--- config.mk ---
export PLATFORM = sky130hd
export DESIGN_NAME = note_scheduler
export DESIGN_NICKNAME = d
export VERILOG_FILES = /design/src/rtl/note_scheduler.sv
export SDC_FILE = /design/constraint.sdc
export NUM_CORES = 1
export LEC_CHECK = 0
export ABC_AREA = 1
export ABC_CLOCK_PERIOD_IN_PS = 2900
export BUFFER_PORTS_ARGS = -buffer_cell sky130_fd_sc_hd__buf_2
export CAP_MARGIN = 10
export CORE_MARGIN = 10
export CORE_UTILIZATION = 48
export DETAILED_ROUTE_END_ITERATION = 6
export GPL_ROUTABILITY_DRIVEN = 0
export HOLD_SLACK_MARGIN = 0.05
export PLACE_DENSITY = 0.75
export RECOVER_POWER = 100
export SLEW_MARGIN = 20
export SYNTH_ARGS = -nofsm -noshare
export SYNTH_HDL_FRONTEND = slang
export SYNTH_SLANG_ARGS = --single-unit
--- constraint.sdc ---
create_clock -name frame_clk -period 2.9 [get_ports frame_clk]
set_input_delay 0.29 -clock frame_clk [delete_from_list [all_inputs] [get_ports frame_clk]]
set_output_delay 0.29 -clock frame_clk [all_outputs]
set_load 0.1 [all_outputs]
--- src/rtl/note_scheduler.sv ---
// Chart-driven ball launcher: fetches gap/end entries from a synchronous ROM,
// launches one ball per entry, judges its flight and keeps saturating HUD statistics.
module note_scheduler #(
  parameter int ADDR_W      = 8,
  parameter int SCORE_W     = 16,
  parameter int PERFECT_PTS = 100,
  parameter int FLIGHT_MAX  = 255
) (
  input  logic               frame_clk,
  input  logic               Reset,
  input  logic               start,
  output logic [ADDR_W-1:0]  chart_addr,
  input  logic [7:0]         chart_data,
  input  logic               ball_keep_on,
  input  logic               ball_perfect_f,
  input  logic               ball_miss_f,
  output logic               BallEN,
  output logic [SCORE_W-1:0] score,
  output logic [7:0]         combo,
  output logic [7:0]         hits,
  output logic [7:0]         misses,
  output logic               busy,
  output logic               done
);

  localparam int FT_W = $clog2(FLIGHT_MAX + 1);

  typedef enum logic [3:0] {
    IDLE, FETCH, LOAD, WAIT, LAUNCH, ARM, FLIGHT, JUDGE, DONE
  } state_t;

  state_t          state;
  logic [6:0]      gap_cnt;
  logic [FT_W-1:0] flight_cnt;
  logic            perf_seen, miss_seen, timeout;
  logic            timer_hit;
  logic [SCORE_W:0] score_sum;

  // Last ARM/FLIGHT frame of the allowed window.
  assign timer_hit = (flight_cnt == FT_W'(FLIGHT_MAX - 1));

  always_comb begin
    score_sum = {1'b0, score} + (SCORE_W+1)'(PERFECT_PTS);
  end

  always_ff @(posedge frame_clk or posedge Reset) begin
    if (Reset) begin
      state      <= IDLE;
      chart_addr <= '0;
      score      <= '0;
      combo      <= '0;
      hits       <= '0;
      misses     <= '0;
      BallEN     <= 1'b0;
      busy       <= 1'b0;
      done       <= 1'b0;
      gap_cnt    <= '0;
      flight_cnt <= '0;
      perf_seen  <= 1'b0;
      miss_seen  <= 1'b0;
      timeout    <= 1'b0;
    end else begin
      BallEN <= 1'b0;
      case (state)
        IDLE, DONE: begin
          if (start) begin
            score      <= '0;
            combo      <= '0;
            hits       <= '0;
            misses     <= '0;
            chart_addr <= '0;
            busy       <= 1'b1;
            done       <= 1'b0;
            state      <= FETCH;
          end
        end
        FETCH: state <= LOAD;
        LOAD: begin
          if (chart_data[7]) begin
            busy  <= 1'b0;
            done  <= 1'b1;
            state <= DONE;
          end else begin
            gap_cnt <= chart_data[6:0];
            state   <= WAIT;
          end
        end
        WAIT: begin
          if (gap_cnt == 7'd0) begin
            BallEN <= 1'b1;
            state  <= LAUNCH;
          end else begin
            gap_cnt <= gap_cnt - 7'd1;
          end
        end
        LAUNCH: begin
          perf_seen  <= 1'b0;
          miss_seen  <= 1'b0;
          timeout    <= 1'b0;
          flight_cnt <= '0;
          state      <= ARM;
        end
        ARM: begin
          if (timer_hit) begin
            timeout <= 1'b1;
            state   <= JUDGE;
          end else begin
            flight_cnt <= flight_cnt + 1'b1;
            if (ball_keep_on) state <= FLIGHT;
          end
        end
        FLIGHT: begin
          perf_seen <= perf_seen | ball_perfect_f;
          miss_seen <= miss_seen | ball_miss_f;
          if (timer_hit) begin
            timeout <= 1'b1;
            state   <= JUDGE;
          end else begin
            flight_cnt <= flight_cnt + 1'b1;
            if (!ball_keep_on) state <= JUDGE;
          end
        end
        JUDGE: begin
          // Anything short of a clean perfect (miss flag, untouched ball, timeout) is a miss.
          if (perf_seen && !timeout) begin
            hits  <= (&hits)  ? hits  : hits  + 8'd1;
            combo <= (&combo) ? combo : combo + 8'd1;
            score <= score_sum[SCORE_W] ? {SCORE_W{1'b1}} : score_sum[SCORE_W-1:0];
          end else begin
            misses <= (&misses) ? misses : misses + 8'd1;
            combo  <= '0;
          end
          if (&chart_addr) begin
            busy  <= 1'b0;
            done  <= 1'b1;
            state <= DONE;
          end else begin
            chart_addr <= chart_addr + 1'b1;
            state      <= FETCH;
          end
        end
        default: state <= IDLE;
      endcase
    end
  end

endmodule

==> results of run 1 <==
## logic make-up after synthesis
family	count (synthesis)
XOR/XNOR	13
AND/OR/NAND/NOR	370
AO/OA/AOI/OAI	62
adder cells (fa/ha/maj)	8
flip-flops	71
buffers and inverters	70
## per-layer routing
metal / vias to the layer above / part of all wire (%) / GRT usage, % / wire length (um)
met5: - / 0 / 0 / 0
met4: 0 / 1.7 / 6.43 / 180
met3: 16 / 5.0 / 3.93 / 520
met2: 85 / 47 / 25.8 / 4840
met1: 1905 / 46 / 20.5 / 4800
li1: 2065 / - / - / -
## worst max path at each step
stage	endpoint	slack, ns
after floorplan	combo[0]	0.70
after global placement	combo[6]	1.05
after detailed placement	gap_cnt[4]	1.01
after CTS	gap_cnt[4]	1.0
after global routing	gap_cnt[4]	0.52
final	gap_cnt[4]	0.68
## worst register-to-register path, cell delays in order (launching register included)
cell	delay, ns
dfrtp_1	0.46
nand2_1	0.14
inv_1	0.18
nand2_1	0.30
inv_1	0.26
nand2_1	0.14
nand2_1	0.31
o21ai_0	0.18
nand2_1	0.09
nand2_1	0.05
## registers in the layout (all words and copies together) (netlist names)
register and flops:
state 4, timeout 1, gap_cnt 7, done 1, BallEN 1, score 15
misses 8, combo 8, chart_addr 8, perf_seen 1, flight_cnt 8, busy 1
hits 8
## cells in the final DEF, fill, tap and decap left out, types with 2 or more instances in the layout
cell type	synthesis	routed
nand2_1	199	205
dfrtp_1	71	71
nand3_1	66	67
inv_1	54	58
nor2_1	54	56
clkbuf_1	2	52
o21ai_0	29	40
nand4_1	18	18
buf_2	3	12
clkbuf_8	0	10
xor2_1	9	9
ha_1	8	8
or2_2	7	7
o21bai_1	5	5
inv_2	8	4
nor3_1	4	4
a21oi_1	4	4
xnor2_1	4	4
o31ai_1	4	4
nor2_2	5	3
o21ai_1	14	3
o211ai_1	3	3
clkinv_2	0	3
nand2_2	7	2
o21ai_4	2	2
nand3b_1	2	2
## synthesized netlist by cell type
master      n
nand2_4     2
o211ai_1    3
buf_4       2
nor2_2      5
nor2_1     54
nand3_2     2
nand3b_1    2
o21bai_1    5
or2_0       1
inv_2       8
dfrtp_1    71
o21ai_4     2
nand2_1   199
nor2_8      1
o31ai_1     4
nand4_1    18
nand2_2     7
o21ai_1    14
buf_2       3
a31oi_1     1
nand3_1    66
nor2_4      1
buf_6       1
or2_2       7
nor3b_1     1
o21ai_0    29
inv_1      54
clkbuf_1    2
ha_1        8
xor2_1      9
a21oi_1     4
nor3_1      4
xnor2_1     4
## report_power, final
group | internal, mW | switching [mW]
clock | 0.325 | 0.370
combinational | 0.316 | 1.18
sequential | 1.13 | 0.149
## final cells by class
cell class	instances	area share, %
Multi-Input combinational cell	453	45.8
Tap cell	108	2.84
Inverter	62	4.88
Clock inverter	4	0.473
Clock buffer	11	2.97
Sequential cell	71	37.3
Timing Repair Buffer	66	5.75
## per-stage QoR
step	instance area, um2	setup slack [ns]	hold WS (ns)	util, %	power [mW]
after floorplan	4270	0.696	0.445	-	2.54
after global placement	4690	1.05	0.340	54.0	2.80
after detailed placement	4690	1.01	0.336	54.0	2.84
after CTS	4860	0.998	0.223	56.0	3.54
after global routing	4760	0.519	0.228	54.9	3.72
final	4760	0.683	0.225	54.9	3.48
==> impl_metrics.yaml, run 1 <==
synthesis:
  ys_seq_area_share_pct: 41.6
  ys_ff_latch: 71
  synth-xor-area-share_pct: 2.67
  synth_cell_type_count: 33
  synth_mux_area_share_pct: 0
  synth_nets: 616
  syn-instance-count: 594
  synth_top_cell_area_share_pct: 41.6
  synth.area.top_cells: "dfrtp_1 42%, nand2_1 17%, nand3_1 7.7%, inv_1 4.7%, nor2_1 4.7%"
  synth_warnings: 0
  synth_top_family_by_area: "simple AND/OR/NAND/NOR gates"
  synth_top_area_cell: "dfrtp_1"
  synth_area_per_cell_um2: 7.19
  yosys.area_share.simple_pct: 38.3
  syn_area_mm2: 0.00427
  synth_compound_area_share_pct: 8.53
  synth_adder_area_share_pct: 2.34
clocking:
  cts_setup_buffers: 0
  clock_path_buffers: 2
  postCtsHoldBufs: 1
  ctsResizeCount: 0
  cts-root-buf: "clkbuf_8"
  h-tree-depth: 3
  numCtsBuffers: 9
  cts_tree: "yes"
  clock-sinks: 71
  clk_pin_slew_ns: 0.07
  clkLatencyLatePin_ns: 0.35
critical_path:
  critPathMaxFanout: 15
  cp.depth: 9
  crit_top_cell: "nand2_1"
  r2r-end: "gap_cnt[4]"
  cp-start-kind: "flip-flop"
  critPathSlowestCell: "dfrtp_1"
  critPathTopFamily: "simple AND/OR/NAND/NOR gates"
  slowest_delay_ns: 0.46
  critPathRequiredTime_ns: 3.14
  ff2ff_setup_slack_ns: 0.68
  r2r-start: "state[1]"
  cp-end-kind: "flip-flop"
  crit_path_start: "state[1]"
  cp_num_buf_inv: 2
  critPathKind: "reg2reg"
  worstPathArrival_ns: 2.46
  r2r_cells: 9
  crit_chain: "nand2_1 > inv_1 > nand2_1 > inv_1 > nand2_1 > nand2_1 > o21ai_0 > nand2_1 > nand2_1"
timing:
  hold_violations: 0
  min_period_ns: 2.22
  setup-violations-final: 0
  fmax_mhz: 451
  relSlewSlack_pct: 19.1
  slew_viol_final: 0
  skew_ns: 0.00677
  tightest_slew_ns: 1.22
  fin_crit_sh_pct: 76.4
  tns_ns: 0
  rsz0062_at_grt: "false"
floorplan:
  die_area_mm2: 0.0131
  core_mm2: 0.00868
  die_w_um: 114
  die_y_um: 114
  row_count: 34
  initial_core_util_pct: 49.2
  io_pins: 65
min_path:
  hold_start: "ball_perfect_f"
  hold_depth: 3
  worst_hold_path_type: "in2reg"
  holdPathEnd: "perf_seen"
final_layout:
  area_growth_pct: 11.6
  fin_nets: 685
  final_cells: 775
  drive_above_1_share_pct: 7.50
  fillCellCount: 882
  multi_input_area_mm2: 0.00218
  antenna_cells: 0
  seqCellArea_mm2: 0.00178
route:
  first_pass_iters: 4
  vias: 4071
  routed_via_density: 5.25
  antenna_left: 0
  drt_wl_total_mm: 10.3
  drt_iter0_markers: 224
  wire_per_inst_um: 13.3
  drc: 0
run_status:
  status: "complete, no violations"
placement:
  dp_hpwl_mm: 7.66
  io_buffers: 63
  dp.cells: 759
power:
  p_per_area_mw_per_mm2: 730
  cellLeakagePower_nw: 2.35
  ir_drop_mv: 0.434
global_routing:
  grt_start_max_net_pins: 30
  antenna_found_initial: 0
  grt_pass1_vias: 3774
  gr-total-overflow: 0
  grt_use_total_pct: 16.1
  grt_pass1_wl_mm: 17.6
job:
  max_cap_viol_count: 0
No activity file was read; power rests on OpenSTA's default activity.
==> inputs of run 2 (changes only) <==
ABC_AREA = 0   (was 1)
ABC_CLOCK_PERIOD_IN_PS = 1800   (was 2900)
PLACE_DENSITY = 0.78   (was 0.75)
clock period = 1.8 ns   (was 2.9 ns; I/O delays follow)
==> run 2 against run 1 <==
  * Synthesized cell count fell by 28%
  * Sequential cell count did not move
  * The flow now finishes with violations (setup timing)
  * Combinational power rose by 110%
  * Global-route usage rose by 1.8 points
  * Worst hold slack got worse by 0.16 ns
  * Maximum frequency rose by 5.3%
  * Setup slack got worse by 0.99 ns
  * Area after synthesis fell by 5.5%
  * Sequential power rose by 64%
  * Total power rose by 97%
  * Critical path type unchanged
==> impl_metrics.yaml, run 2 <==
run_status:
  status: "finished with violations"
  failed_checks: "setup timing"
critical_path:
  cp-end-kind: "flip-flop"
  worstPathArrival_ns: 2.33
  critPathRequiredTime_ns: 2.03
  critPathKind: "reg2reg"
  critPathMaxFanout: 6
  cp-start-kind: "flip-flop"
  ff2ff_setup_slack_ns: -0.30
power:
  ir_drop_mv: 0.833
  seqPwrFrac_pct: 30.7
  finalPower_mw: 6.84
  p_comb_share_pct: 45.4
  switching_power_mw: 2.72
  clkPwrFrac_pct: 23.9
  p_sw_share_pct: 39.8
  p_int_mw: 4.12
  p_per_area_mw_per_mm2: 1240
  cellLeakagePower_nw: 2.28
synthesis:
  synthTopCellsByCount: "71 x dfrtp_1, 40 x nand2_1, 30 x a21oi_1"
  synth_top_area_cell: "dfrtp_1"
  ys_seq_area_share_pct: 44.0
  synth_adder_area_share_pct: 2.73
  synth_compound_area_share_pct: 22.3
  ys_ff_latch: 71
  synth_area_per_cell_um2: 9.41
  synth_edf_count: 0
  synth.area.top_cells: "dfrtp_1 44%, a21oi_1 3.7%, nand2_1 3.7%, o31ai_1 3.2%, o21ai_0 2.9%"
  synthMostInstantiatedCell: "dfrtp_1"
  synthFlopType: "dfrtp_1"
  synth_cell_type_count: 69
  yosys.area_share.simple_pct: 23.6
  synth-xor-area-share_pct: 0.434
  syn-instance-count: 429
  synth_mux_area_share_pct: 2.60
  synth-async-reset-ratio_pct: 100
  synth_nets: 451
  synth_top_cell_area_share_pct: 44.0
  syn_area_mm2: 0.00404
  synth_top_family_by_area: "simple AND/OR/NAND/NOR gates"
  synth_warnings: 0
final_layout:
  largest_reg_flops: 15
  area_growth_pct: 36.6
  regMostFlops: "score"
  final_common_cell: "clkbuf_2"
  drive_above_1_share_pct: 43.9
  final_cells: 658
  fillCellCount: 650
  antenna_cells: 0
  final_cell_mix: "53 x clkbuf_2, 51 x buf_4, 40 x nand2_1, 26 x dfrtp_2"
  fin_nets: 570
route:
  drc: 0
  wl_met2_mm: 6.13
  vias: 3984
  routed_via_density: 6.05
  wire_per_inst_um: 17.7
  drt_iter0_markers: 232
  wl_met1_mm: 4.67
  first_pass_iters: 5
  antenna_left: 0
  drt_wl_total_mm: 11.7
  wl_met3_um: 648
  routed.top_layer: "met4"
timing:
  fin_crit_sh_pct: 117
  skew_ns: 0.0145
  min_period_ns: 2.10
  fmax_mhz: 475
  rsz0062_at_grt: "true"
  tightest_slew_ns: 0.970
  setup-violations-final: 37
  fin_ws_ns: -0.304
  relSlewSlack_pct: 35.0
  slew_viol_final: 0
  hold_violations: 0
global_routing:
  grt_pass1_wl_mm: 19.4
  grt_use_total_pct: 18.0
  gr-total-overflow: 0
  grt_pass1_vias: 4099
  grt_start_max_net_pins: 29
  antenna_found_initial: 0
clocking:
  clkLatencyLatePin_ns: 0.35
  clock_path_buffers: 2
  cts-root-buf: "clkbuf_8"
  numCtsBuffers: 9
  cts_tree: "yes"
  clock-sinks: 71
  h-tree-depth: 3
  clk_pin_slew_ns: 0.07
floorplan:
  die_w_um: 112
  core_mm2: 0.00822
  die_y_um: 112
  row_count: 33
  die_area_mm2: 0.0125
  initial_core_util_pct: 49.1
  io_pins: 65
min_path:
  worst_hold_path_type: "in2reg"
placement:
  pre_cts_ws_ns: -0.328
  io_buffers: 63
  dp_hpwl_mm: 8.25
  dp.cells: 633
job:
  max_cap_viol_count: 0
run 2: area by class of cell:
cell class / instances / area, um2 / share of cell area, %
Inverter: 19 / 72.6 / 1.32
Clock buffer: 11 / 151 / 2.75
Tap cell: 105 / 131 / 2.38
Timing Repair Buffer: 130 / 835 / 15.1
Multi-Input combinational cell: 317 / 2330 / 42.3
Clock inverter: 5 / 104 / 1.88
Sequential cell: 71 / 1880 / 34.2
run 2: final timing paths:
path	startpoint	to	depth (start not counted)
max in group asynchronous	Reset	combo[0]	4
worst max register to register	gap_cnt[0]	state[0]	6
worst min register to register	score[12]	score[12]	1
min in group asynchronous	Reset	chart_addr[0]	3
worst max-delay path	gap_cnt[0]	state[0]	6
worst min-delay path	chart_data[6]	gap_cnt[6]	2
run 2: through the flow:
step | setup TNS [ns] | area, um2 | hold slack, ns | utilization, %
2_1_floorplan | -0.771 | 4250 | 0.320 | -
6_report | -3.91 | 5510 | 0.0699 | 67.1
3_5_place_dp | -2.06 | 5080 | 0.255 | 61.8
3_3_place_gp | -1.16 | 5080 | 0.251 | 61.8
4_1_cts | -1.79 | 5460 | 0.0653 | 66.5
5_1_grt | -8.74 | 5510 | 0.0590 | 67.1
run 2: power by group through the flow:
stage / clock network (mW) / logic, mW / registers [mW]
after CTS: 1.64 / 2.97 / 2.09
final: 1.64 / 3.10 / 2.10
after detailed placement: 0 / 2.73 / 2.12
after global placement: 0 / 2.63 / 2.10
after global routing: 1.71 / 3.33 / 2.13
after floorplan: 0 / 1.35 / 2.55
run 2: critical path, cell delays in order, from the launching register on:
cell      delay [ns]
dfrtp_1         0.40
inv_2           0.09
ha_4            0.13
or3b_4          0.37
o41a_4          0.41
a311oi_4        0.26
mux2_4          0.33
run 2: kinds of logic (layout without fill, tap and decap cells):
logic type,count (synthesis),after routing
XOR/XNOR,2,2
buffers and inverters,41,165
AO/OA/AOI/OAI,130,130
adder cells (fa/ha/maj),9,9
AND/OR/NAND/NOR,166,166
flip-flops,71,71
multiplexers,10,10
run 2: timing repair:
item / 4_1_cts / 5_1_grt
setup endpoints to repair: 20 / 40
pin swaps: 6 / 10
buffers inserted: 3 / 4
hold endpoints to repair: 19 / 0
resized for setup: 24 / 20
hold buffers: 1 / 0
cloned: 0 / 1
run 2: routing by layer:
metal	vias up	track usage [%]
li1	1876	-
met1	1961	21.7
met2	127	31.3
met3	20	3.54
met4	0	5.83
met5	-	0
